`config.mk`:
```
export PLATFORM = sky130hd
export DESIGN_NAME = hazard_ctrl
export DESIGN_NICKNAME = d
export VERILOG_FILES = /design/src/rtl/hazard_ctrl_pkg.sv /design/src/rtl/hazard_ctrl_scoreboard.sv /design/src/rtl/hazard_ctrl.sv
export SDC_FILE = /design/constraint.sdc
export NUM_CORES = 1
export LEC_CHECK = 0
export BUFFER_PORTS_ARGS = -buffer_cell sky130_fd_sc_hd__buf_2
export CORE_MARGIN = 8
export CORE_UTILIZATION = 40
export DETAILED_ROUTE_END_ITERATION = 8
export PLACE_DENSITY = 0.67
export SLEW_MARGIN = 40
export SYNTH_ARGS = -nofsm -noshare
export SYNTH_HDL_FRONTEND = slang
export SYNTH_SLANG_ARGS = --single-unit
```
`constraint.sdc`:
```
create_clock -name clk -period 5.6 [get_ports clk]
set_clock_uncertainty 0.05 [all_clocks]
set_input_delay 1.68 -clock clk [delete_from_list [all_inputs] [get_ports clk]]
set_output_delay 1.68 -clock clk [all_outputs]
set_load 0.01 [all_outputs]
```
`src/rtl/hazard_ctrl_pkg.sv`:
```
`default_nettype none
// -----------------------------------------------------------------------------
// common / pipes : shared constants and pipeline control types
// Revision 1.0
// -----------------------------------------------------------------------------
package common;
   localparam int NREG_DEFAULT       = 32;
   localparam int MULDIV_LAT_DEFAULT = 64;
endpackage

package pipes;
   typedef enum logic [1:0] {
      FWD_NONE = 2'b00,
      FWD_ALU  = 2'b01,
      FWD_WB   = 2'b10
   } forwarding_control;

   typedef enum logic [1:0] {
      IDLE        = 2'b00,
      DRAIN       = 2'b01,
      WAIT_COMMIT = 2'b10
   } csr_state_t;
endpackage
`default_nettype wire

```
`src/rtl/hazard_ctrl_scoreboard.sv`:
```
`default_nettype none
// -----------------------------------------------------------------------------
// reg_scoreboard : per-register 2-bit counts of in-flight writes (x0 untracked)
// Revision 1.0
// -----------------------------------------------------------------------------
module reg_scoreboard #(
   parameter int NREG = 32
) (
   input  logic       clk,
   input  logic       reset,
   input  logic       inc_en,
   input  logic [4:0] inc_idx,
   input  logic       dec_en,
   input  logic [4:0] dec_idx,
   input  logic [4:0] rs1,
   input  logic [4:0] rs2,
   output logic       busy1,
   output logic       busy2,
   output logic       single1,
   output logic       single2,
   output logic       any_pend
);

   logic [NREG-1:0][1:0] w_pend;

   assign w_pend[0] = 2'b00;

   genvar r;
   for (r = 1; r < NREG; r++) begin : g_pend
      logic [1:0] r_cnt;
      logic       w_inc;
      logic       w_dec;

      assign w_inc = inc_en && (inc_idx == 5'(r));
      assign w_dec = dec_en && (dec_idx == 5'(r));

      // A same-cycle issue and commit to one register cancel out.
      always_ff @(posedge clk) begin
         if (reset)
            r_cnt <= 2'd0;
         else if (w_inc && !w_dec)
            r_cnt <= r_cnt + 2'd1;
         else if (w_dec && !w_inc)
            r_cnt <= r_cnt - 2'd1;
      end

      assign w_pend[r] = r_cnt;
   end

   assign busy1    = (w_pend[rs1] != 2'd0);
   assign busy2    = (w_pend[rs2] != 2'd0);
   assign single1  = (w_pend[rs1] == 2'd1);
   assign single2  = (w_pend[rs2] == 2'd1);
   assign any_pend = |w_pend;

endmodule
`default_nettype wire

```
`src/rtl/hazard_ctrl.sv`:
```
`default_nettype none
// -----------------------------------------------------------------------------
// hazard_ctrl : decode-stage stall/forward control, mul/div hold, CSR serialiser
// Revision 1.0
// -----------------------------------------------------------------------------
module hazard_ctrl
   import common::*;
   import pipes::*;
#(
   parameter int NREG       = NREG_DEFAULT,
   parameter int MULDIV_LAT = MULDIV_LAT_DEFAULT
) (
   input  logic              clk,
   input  logic              reset,
   input  logic              d_valid,
   input  logic [4:0]        d_rs1,
   input  logic [4:0]        d_rs2,
   input  logic              d_use_rs1,
   input  logic              d_use_rs2,
   input  logic              d_regwrite,
   input  logic [4:0]        d_dst,
   input  logic              d_is_csr,
   input  logic              ex_muldiv_start,
   input  logic              ex_branch_flush,
   input  logic              wb_valid,
   input  logic              wb_regwrite,
   input  logic [4:0]        wb_dst,
   input  logic              wb_is_csr,
   output logic              stall,
   output logic              stall_ex,
   output logic              flush_d,
   output forwarding_control forwardingAA,
   output forwarding_control forwardingBB,
   output logic              issue
);

   localparam int             CW          = (MULDIV_LAT > 2) ? $clog2(MULDIV_LAT) : 1;
   localparam logic [CW-1:0]  C_BUSY_LOAD = CW'(MULDIV_LAT - 1);

   csr_state_t    r_state;
   logic [CW-1:0] r_busy_cnt;

   logic w_busy1, w_busy2, w_single1, w_single2, w_any_pend;
   logic w_wb_write, w_haz1, w_haz2, w_fwd1, w_fwd2;
   logic w_csr_enter, w_csr_block, w_stall_raw, w_busy_ex, w_issue;

   assign w_wb_write = wb_valid && wb_regwrite && (wb_dst != 5'd0);

   reg_scoreboard #(.NREG(NREG)) u_scoreboard (
      .clk      (clk),
      .reset    (reset),
      .inc_en   (w_issue && d_regwrite && (d_dst != 5'd0)),
      .inc_idx  (d_dst),
      .dec_en   (w_wb_write),
      .dec_idx  (wb_dst),
      .rs1      (d_rs1),
      .rs2      (d_rs2),
      .busy1    (w_busy1),
      .busy2    (w_busy2),
      .single1  (w_single1),
      .single2  (w_single2),
      .any_pend (w_any_pend)
   );

   // Forwarding from WB only covers the last outstanding write to a source.
   assign w_haz1 = d_use_rs1 && (d_rs1 != 5'd0) && w_busy1;
   assign w_haz2 = d_use_rs2 && (d_rs2 != 5'd0) && w_busy2;
   assign w_fwd1 = w_haz1 && w_single1 && wb_valid && wb_regwrite && (wb_dst == d_rs1);
   assign w_fwd2 = w_haz2 && w_single2 && wb_valid && wb_regwrite && (wb_dst == d_rs2);

   assign w_csr_enter = d_valid && d_is_csr && w_any_pend;

   // DRAIN releases the CSR as soon as every older write has committed.
   always_comb begin
      w_csr_block = 1'b0;
      case (r_state)
         IDLE:        w_csr_block = w_csr_enter;
         DRAIN:       w_csr_block = w_any_pend;
         WAIT_COMMIT: w_csr_block = d_valid;
         default:     w_csr_block = 1'b0;
      endcase
   end

   assign w_stall_raw = (w_haz1 && !w_fwd1) || (w_haz2 && !w_fwd2) || w_csr_block;
   assign w_busy_ex   = (r_busy_cnt != '0);
   assign w_issue     = !reset && d_valid && !w_stall_raw && !w_busy_ex && !ex_branch_flush;

   assign stall        = !reset && w_stall_raw;
   assign stall_ex     = !reset && w_busy_ex;
   assign flush_d      = ex_branch_flush;
   assign issue        = w_issue;
   assign forwardingAA = (!reset && w_fwd1) ? FWD_WB : FWD_NONE;
   assign forwardingBB = (!reset && w_fwd2) ? FWD_WB : FWD_NONE;

   always_ff @(posedge clk) begin
      if (reset) begin
         r_state <= IDLE;
      end else begin
         case (r_state)
            IDLE: begin
               if (w_issue && d_is_csr)
                  r_state <= WAIT_COMMIT;
               else if (w_csr_enter && !ex_branch_flush)
                  r_state <= DRAIN;
            end
            DRAIN: begin
               if (ex_branch_flush)
                  r_state <= IDLE;
               else if (w_issue && d_is_csr)
                  r_state <= WAIT_COMMIT;
            end
            WAIT_COMMIT: begin
               if (wb_valid && wb_is_csr)
                  r_state <= IDLE;
            end
            default: r_state <= IDLE;
         endcase
      end
   end

   always_ff @(posedge clk) begin
      if (reset)
         r_busy_cnt <= '0;
      else if (ex_muldiv_start)
         r_busy_cnt <= C_BUSY_LOAD;
      else if (w_busy_ex)
         r_busy_cnt <= r_busy_cnt - 1'b1;
   end

endmodule
`default_nettype wire
```
### Word level (Yosys, flattened, before mapping)

Index checks and enable logic that the tools add are counted.

* register bits: 70
* input port bits: 32
* output and inout port bits: 8
* logic and storage cells: 513

* $add $sub $neg: 63
* magnitude comparators: 2
* equal/unequal tests: 71
* mux-type cells: 77
* reductions and logical operators: 267

Operators by type and width (number)
* 5-bit equality test, second input constant: 32
* 1-bit logical AND: 155
* 2-bit 2-to-1 mux: 71
* 5-bit by 4-bit equality test with 1-bit output, second input constant: 16
* 1-bit logical NOT: 68
* 2-bit nonzero test: 34
* 2-bit by 1-bit adder with 2-bit output, second input constant: 31
* 62-bit OR reduction: 1
* 2-bit by 1-bit subtractor with 2-bit output, second input constant: 31
* 5-bit by 3-bit equality test with 1-bit output, second input constant: 8
* 2-bit binary-select mux with 5-bit select: 2
* 5-bit by 2-bit equality test with 1-bit output, second input constant: 4
* 5-bit nonzero test: 4
* 5-bit by 6-bit less-than comparator with 1-bit output, second input constant: 2
* 6-bit 2-to-1 mux: 2
* 5-bit by 1-bit equality test with 1-bit output, second input constant: 2
* 5-bit equality test: 2
* 2-bit by 1-bit equality test with 1-bit output, second input constant: 3
* 3-bit inequality test, second input constant: 2
* 2-bit case mux with 3 select lines: 1
* 6-bit nonzero test: 1
* 6-bit by 1-bit subtractor with 6-bit output, second input constant: 1
* 1-bit case mux with 3 select lines: 1
* 3-bit AND reduction: 1
* other kinds (4): 5

### Logic depth before layout (Yosys ltp)

* word-level depth: 23
* gate-level depth with buffers: 13
* gate-level depth less buffers: 12

### Hierarchy

A second synthesis with hierarchy kept.

* cell total of the unflattened synthesis: 645
* area total of the unflattened synthesis: 5290.1 um2

By module, submodules not included
* reg_scoreboard: instances 1, cells each 556, area each 4584.4 um2, sequential area each 1241.2 um2
* hazard_ctrl: instances 1, cells each 89, area each 705.7 um2, sequential area each 160.2 um2

### Worst setup path before layout

Ideal clock, no wire load.

* path type: in2out
* from: input port d_rs2[2]
* to: output port issue
* data arrival time: 3.832 ns
* data required time: 3.870 ns
* slack: 0.038 ns
* cell stages on the path: 7
* buffers on the path: 2
* cells stage by stage: buf_6 -> mux4_1 -> mux4_2 -> and3_4 -> a2111o_1 -> buf_6 -> nor3_2

* longest elaborated chain between the ends: 16
* elaborated cells between the ends (all ways): 20
* classes of those cells: 2 x eq/ne; 2 x mux; 16 x reduce/logical

Ends and longest elaborated chain
* from (decl): line hazard_ctrl.sv:17 `input logic [4:0] d_rs2,`
* 2-bit binary-select mux with 5-bit select: line hazard_ctrl_scoreboard.sv:51, hazard_ctrl_scoreboard.sv:53
* 2-bit 2-to-1 mux (implied by the code): line hazard_ctrl_scoreboard.sv:51, hazard_ctrl_scoreboard.sv:53
* 2-bit nonzero test: line hazard_ctrl_scoreboard.sv:51 `assign busy2 = (w_pend[rs2] != 2'd0);`
* 1-bit logical AND: line hazard_ctrl.sv:67 `assign w_haz2 = d_use_rs2 && (d_rs2 != 5'd0) && w_busy2;`
* 1-bit logical AND (4 in a row): line hazard_ctrl.sv:69 `assign w_fwd2 = w_haz2 && w_single2 && wb_valid && wb_regwrite && (wb_dst == d_rs2);`
* 1-bit logical NOT: line hazard_ctrl.sv:84 `assign w_stall_raw = (w_haz1 && !w_fwd1) || (w_haz2 && !w_fwd2) || w_csr_block;`
* 1-bit logical AND *: line hazard_ctrl.sv:84
* 1-bit logical OR * (2 in a row): line hazard_ctrl.sv:84
* 1-bit logical NOT *: line hazard_ctrl.sv:86 `assign w_issue = !reset && d_valid && !w_stall_raw && !w_busy_ex && !ex_branch_flush;`
* 1-bit logical AND * (3 in a row): line hazard_ctrl.sv:86
* to (decl): line hazard_ctrl.sv:34 `output logic issue`

Every way passes the cells marked *; elsewhere a longest branch is shown, timed or not. The select of a mux whose other input is x is not followed.

### Worst setup path after layout

Ends and elaborated chain as after synthesis.

==> impl_metrics.env <==
export IMPL_result_of_the_run="completed"
export IMPL_die_height_um=131
export IMPL_num_nets_final=717
export IMPL_drtIter0Drc=356
export IMPL_detailed_route_via_count=5094
export IMPL_post_synthesis_instance_total=610
export IMPL_cts_root_buffer="sky130_fd_sc_hd__clkbuf_16"
export IMPL_synth_top_area_share_pct=26.4
export IMPL_clock_path_buffers=2
export IMPL_post_synth_and_or_nand_nor_area_fraction_pct=24.2
export IMPL_die_width_um=131
export IMPL_startpoint_type="input pin"
export IMPL_htree_levels=3
export IMPL_synth_adder_area_share_pct=7.55
export IMPL_tightest_slew_ns=0.664
export IMPL_synth_async_reset_ratio_pct=0
export IMPL_design_portCount=40
export IMPL_clk_pin_slew_worst_paths_ns=0.06
export IMPL_synth_xor_area_share_pct=12.2
export IMPL_detail_route_wl_per_cell_um=20.5
export IMPL_ant_nets=0
export IMPL_final_report_setup_violation_count=0
export IMPL_netlist_top_cell_by_area="sky130_fd_sc_hd__dfxtp_1"
export IMPL_final_hold_viol_count=0
export IMPL_hpwl_reported_at_the_end_of_detailed_placement_mm=12.9
export IMPL_total_routed_wirelength_mm=17.1
export IMPL_vias_per_cell=6.11
export IMPL_fin_setup_tns_ns=0
export IMPL_buffer_ports_inserted=37
export IMPL_dominantRegCellSynth="sky130_fd_sc_hd__dfxtp_1"
export IMPL_worstPathArrival_ns=3.82
export IMPL_post_synth_mux_area_share_pct=15.1
export IMPL_hold_path_class="flop to flop"
export IMPL_synth_cell_types=57
export IMPL_layout_cells_most_common_list="sky130_fd_sc_hd__xor2_1, sky130_fd_sc_hd__dfxtp_1, sky130_fd_sc_hd__nor2_1, sky130_fd_sc_hd__nand2_1, sky130_fd_sc_hd__a21oi_1"
export IMPL_max_slew_margin_pct=55.7
export IMPL_die_area_sq_mm=0.0172
export IMPL_layoutNonFillerInstCount=834
export IMPL_timing_final_crit_share_pct=99.2
export IMPL_num_antenna_cells=0
export IMPL_insertion_delay_ns=0.35
export IMPL_grt_usage_pct=19.5
export IMPL_route_detailed_drc=0
export IMPL_crit_required_ns=3.87
export IMPL_post_synth_cell_area_avg_sq_um=8.70
export IMPL_cts_tree="built"
export IMPL_cts_num_sinks=70
export IMPL_area_delta_synth_final_pct=15.2
export IMPL_grt_max_degree=36
export IMPL_clock_fmax_mhz=180
export IMPL_synth_seq_cells=70
export IMPL_layout_cells_most_common="sky130_fd_sc_hd__xor2_1"
export IMPL_floorplan_initialDensity_pct=40.6
export IMPL_power_ir_vdd_worst_mv=0.210
export IMPL_drv_max_cap_violation_count=0
export IMPL_cp_max_fo=6
export IMPL_final_count_of_pins_violating_max_slew=0
export IMPL_synth_yosys_warnings=0
export IMPL_layout_min_cycle_time_ns=5.55
export IMPL_worstSetupPathType="input pin to output pin"
export IMPL_yosysSeqAreaShare_pct=26.4
export IMPL_synth_enable_flop_cells=0
export IMPL_rows=42
export IMPL_power_leakage_nw=2.43
export IMPL_netlist_top_cells_area="sky130_fd_sc_hd__dfxtp_1, sky130_fd_sc_hd__xor2_1, sky130_fd_sc_hd__mux4_2"
export IMPL_grt_setup_unrepaired="false"
export IMPL_compound_gate_portion_of_the_synthesized_area_pct=10.7
export IMPL_syn_cell_area_sq_mm=0.00531
export IMPL_congestion_overflow_gr=0
export IMPL_dp_cells=814
export IMPL_pwr_density_cell_mw_per_mm2=216
export IMPL_first_pass_grt_wire_length_mm=26.9
export IMPL_floorplan_core_area_sq_mm=0.0131
export IMPL_critPathCaptureType="output pin"
export IMPL_grt_pass1_vias=5019
export IMPL_post_route_cells_drive_above_1_share_pct=17.5
export IMPL_synth_top_family_by_area="simple AND/OR/NAND/NOR gates"
export IMPL_grt_antenna_before_repair=0
export IMPL_drt_first_pass_iters=5
export IMPL_finalWeightedCongestion=1.02
export IMPL_numCtsBuffers=9
==> routing by layer <==
| layer | track usage (%) | wire, um | vias up |
|---|---|---|---|
| li1 | - | - | 2331 |
| met1 | 25.3 | 7490 | 2471 |
| met2 | 29.5 | 7460 | 255 |
| met3 | 6.52 | 1660 | 37 |
| met4 | 6.58 | 466 | 0 |
| met5 | 0 | 0 | - |
==> path summary, 6_finish.rpt <==
kind / start / end / slack [ns] / cells past startpoint
worst min-delay path: r_busy_cnt[5] / r_busy_cnt[4] / 0.46 / 2
worst max-delay path: d_rs2[2] / issue / 0.05 / 7
worst min register to register: r_busy_cnt[5] / r_busy_cnt[4] / 0.46 / 2
worst max register to register: u_scoreboard.g_pend[30].r_cnt[0] / u_scoreboard.g_pend[5].r_cnt[1] / 1.65 / 10
==> cell usage after synthesis, drive strengths merged (2+ instances only) <==
library cell  count
nand2            42
nand2b            5
buf              19
a2111oi           3
xnor2             3
clkbuf           15
and2              2
nor4             19
or3              36
dfxtp            70
nor3             39
mux2i            16
xor2             71
a21oi            41
nor2b            10
o21ai            35
nand4b            3
inv               6
nor2             51
ha               32
a211oi            2
mux2              8
nand3            13
o22ai             3
and3              5
nand4             9
a31oi             3
mux4             24
nor3b             3
==> critical path: stages <==
cell and delay [ns]:
sky130_fd_sc_hd__buf_4 0.14, sky130_fd_sc_hd__mux4_1 0.57, sky130_fd_sc_hd__mux4_2 0.49, sky130_fd_sc_hd__and3_4 0.23, sky130_fd_sc_hd__a2111o_1 0.41, sky130_fd_sc_hd__nor3_2 0.16
sky130_fd_sc_hd__buf_2 0.16
==> sequential cells by signal (all words and copies together), names as in the netlist <==
name / flops
r_busy_cnt: 6
r_state: 2
u_scoreboard.g_pend.r_cnt: 62
==> power by group <==
group	total, mW	internal (mW)	switching [mW]
Sequential	0.516	0.506	0.0103
Combinational	0.187	0.0734	0.114
Clock	0.619	0.391	0.228
==> through the flow <==
stage / setup WS, ns / power [mW] / hold slack (ns) / util [%] / instance area (sq um)
3_5_place_dp: -0.0372 / 0.701 / 0.453 / 43.8 / 5730
2_1_floorplan: 0.0378 / 0.641 / 0.411 / - / 5310
3_3_place_gp: -0.0192 / 0.697 / 0.426 / 43.8 / 5730
6_report: 0.0462 / 1.32 / 0.457 / 46.7 / 6110
5_1_grt: 0.00137 / 1.36 / 0.481 / 46.7 / 6110
4_1_cts: 0.0511 / 1.32 / 0.459 / 46.3 / 6050
==> kinds of logic after synthesis <==
family | after synthesis
compound gates | 99
xor+xnor | 74
fa+ha+maj | 32
buf+inv | 40
flops | 70
mux | 48
other cells | 1
simple gates | 246
==> final cells by class <==
type	instances	area, sq um
clock buffer	11	233
clock inverter	5	83.8
fill	1247	6970
inverter	6	22.5
multi-input combinational	501	3730
sequential	70	1400
tap	176	220
timing repair buffer	65	415
==> repair_timing <==
action	4_1_cts	5_1_grt
setup buffers	0	4
pin swaps	0	2
hold buffers	0	0
gates resized for setup	3	6
gates cloned	0	0
endpoints found under the setup margin	1	2
(Power assumes the default switching activity.)
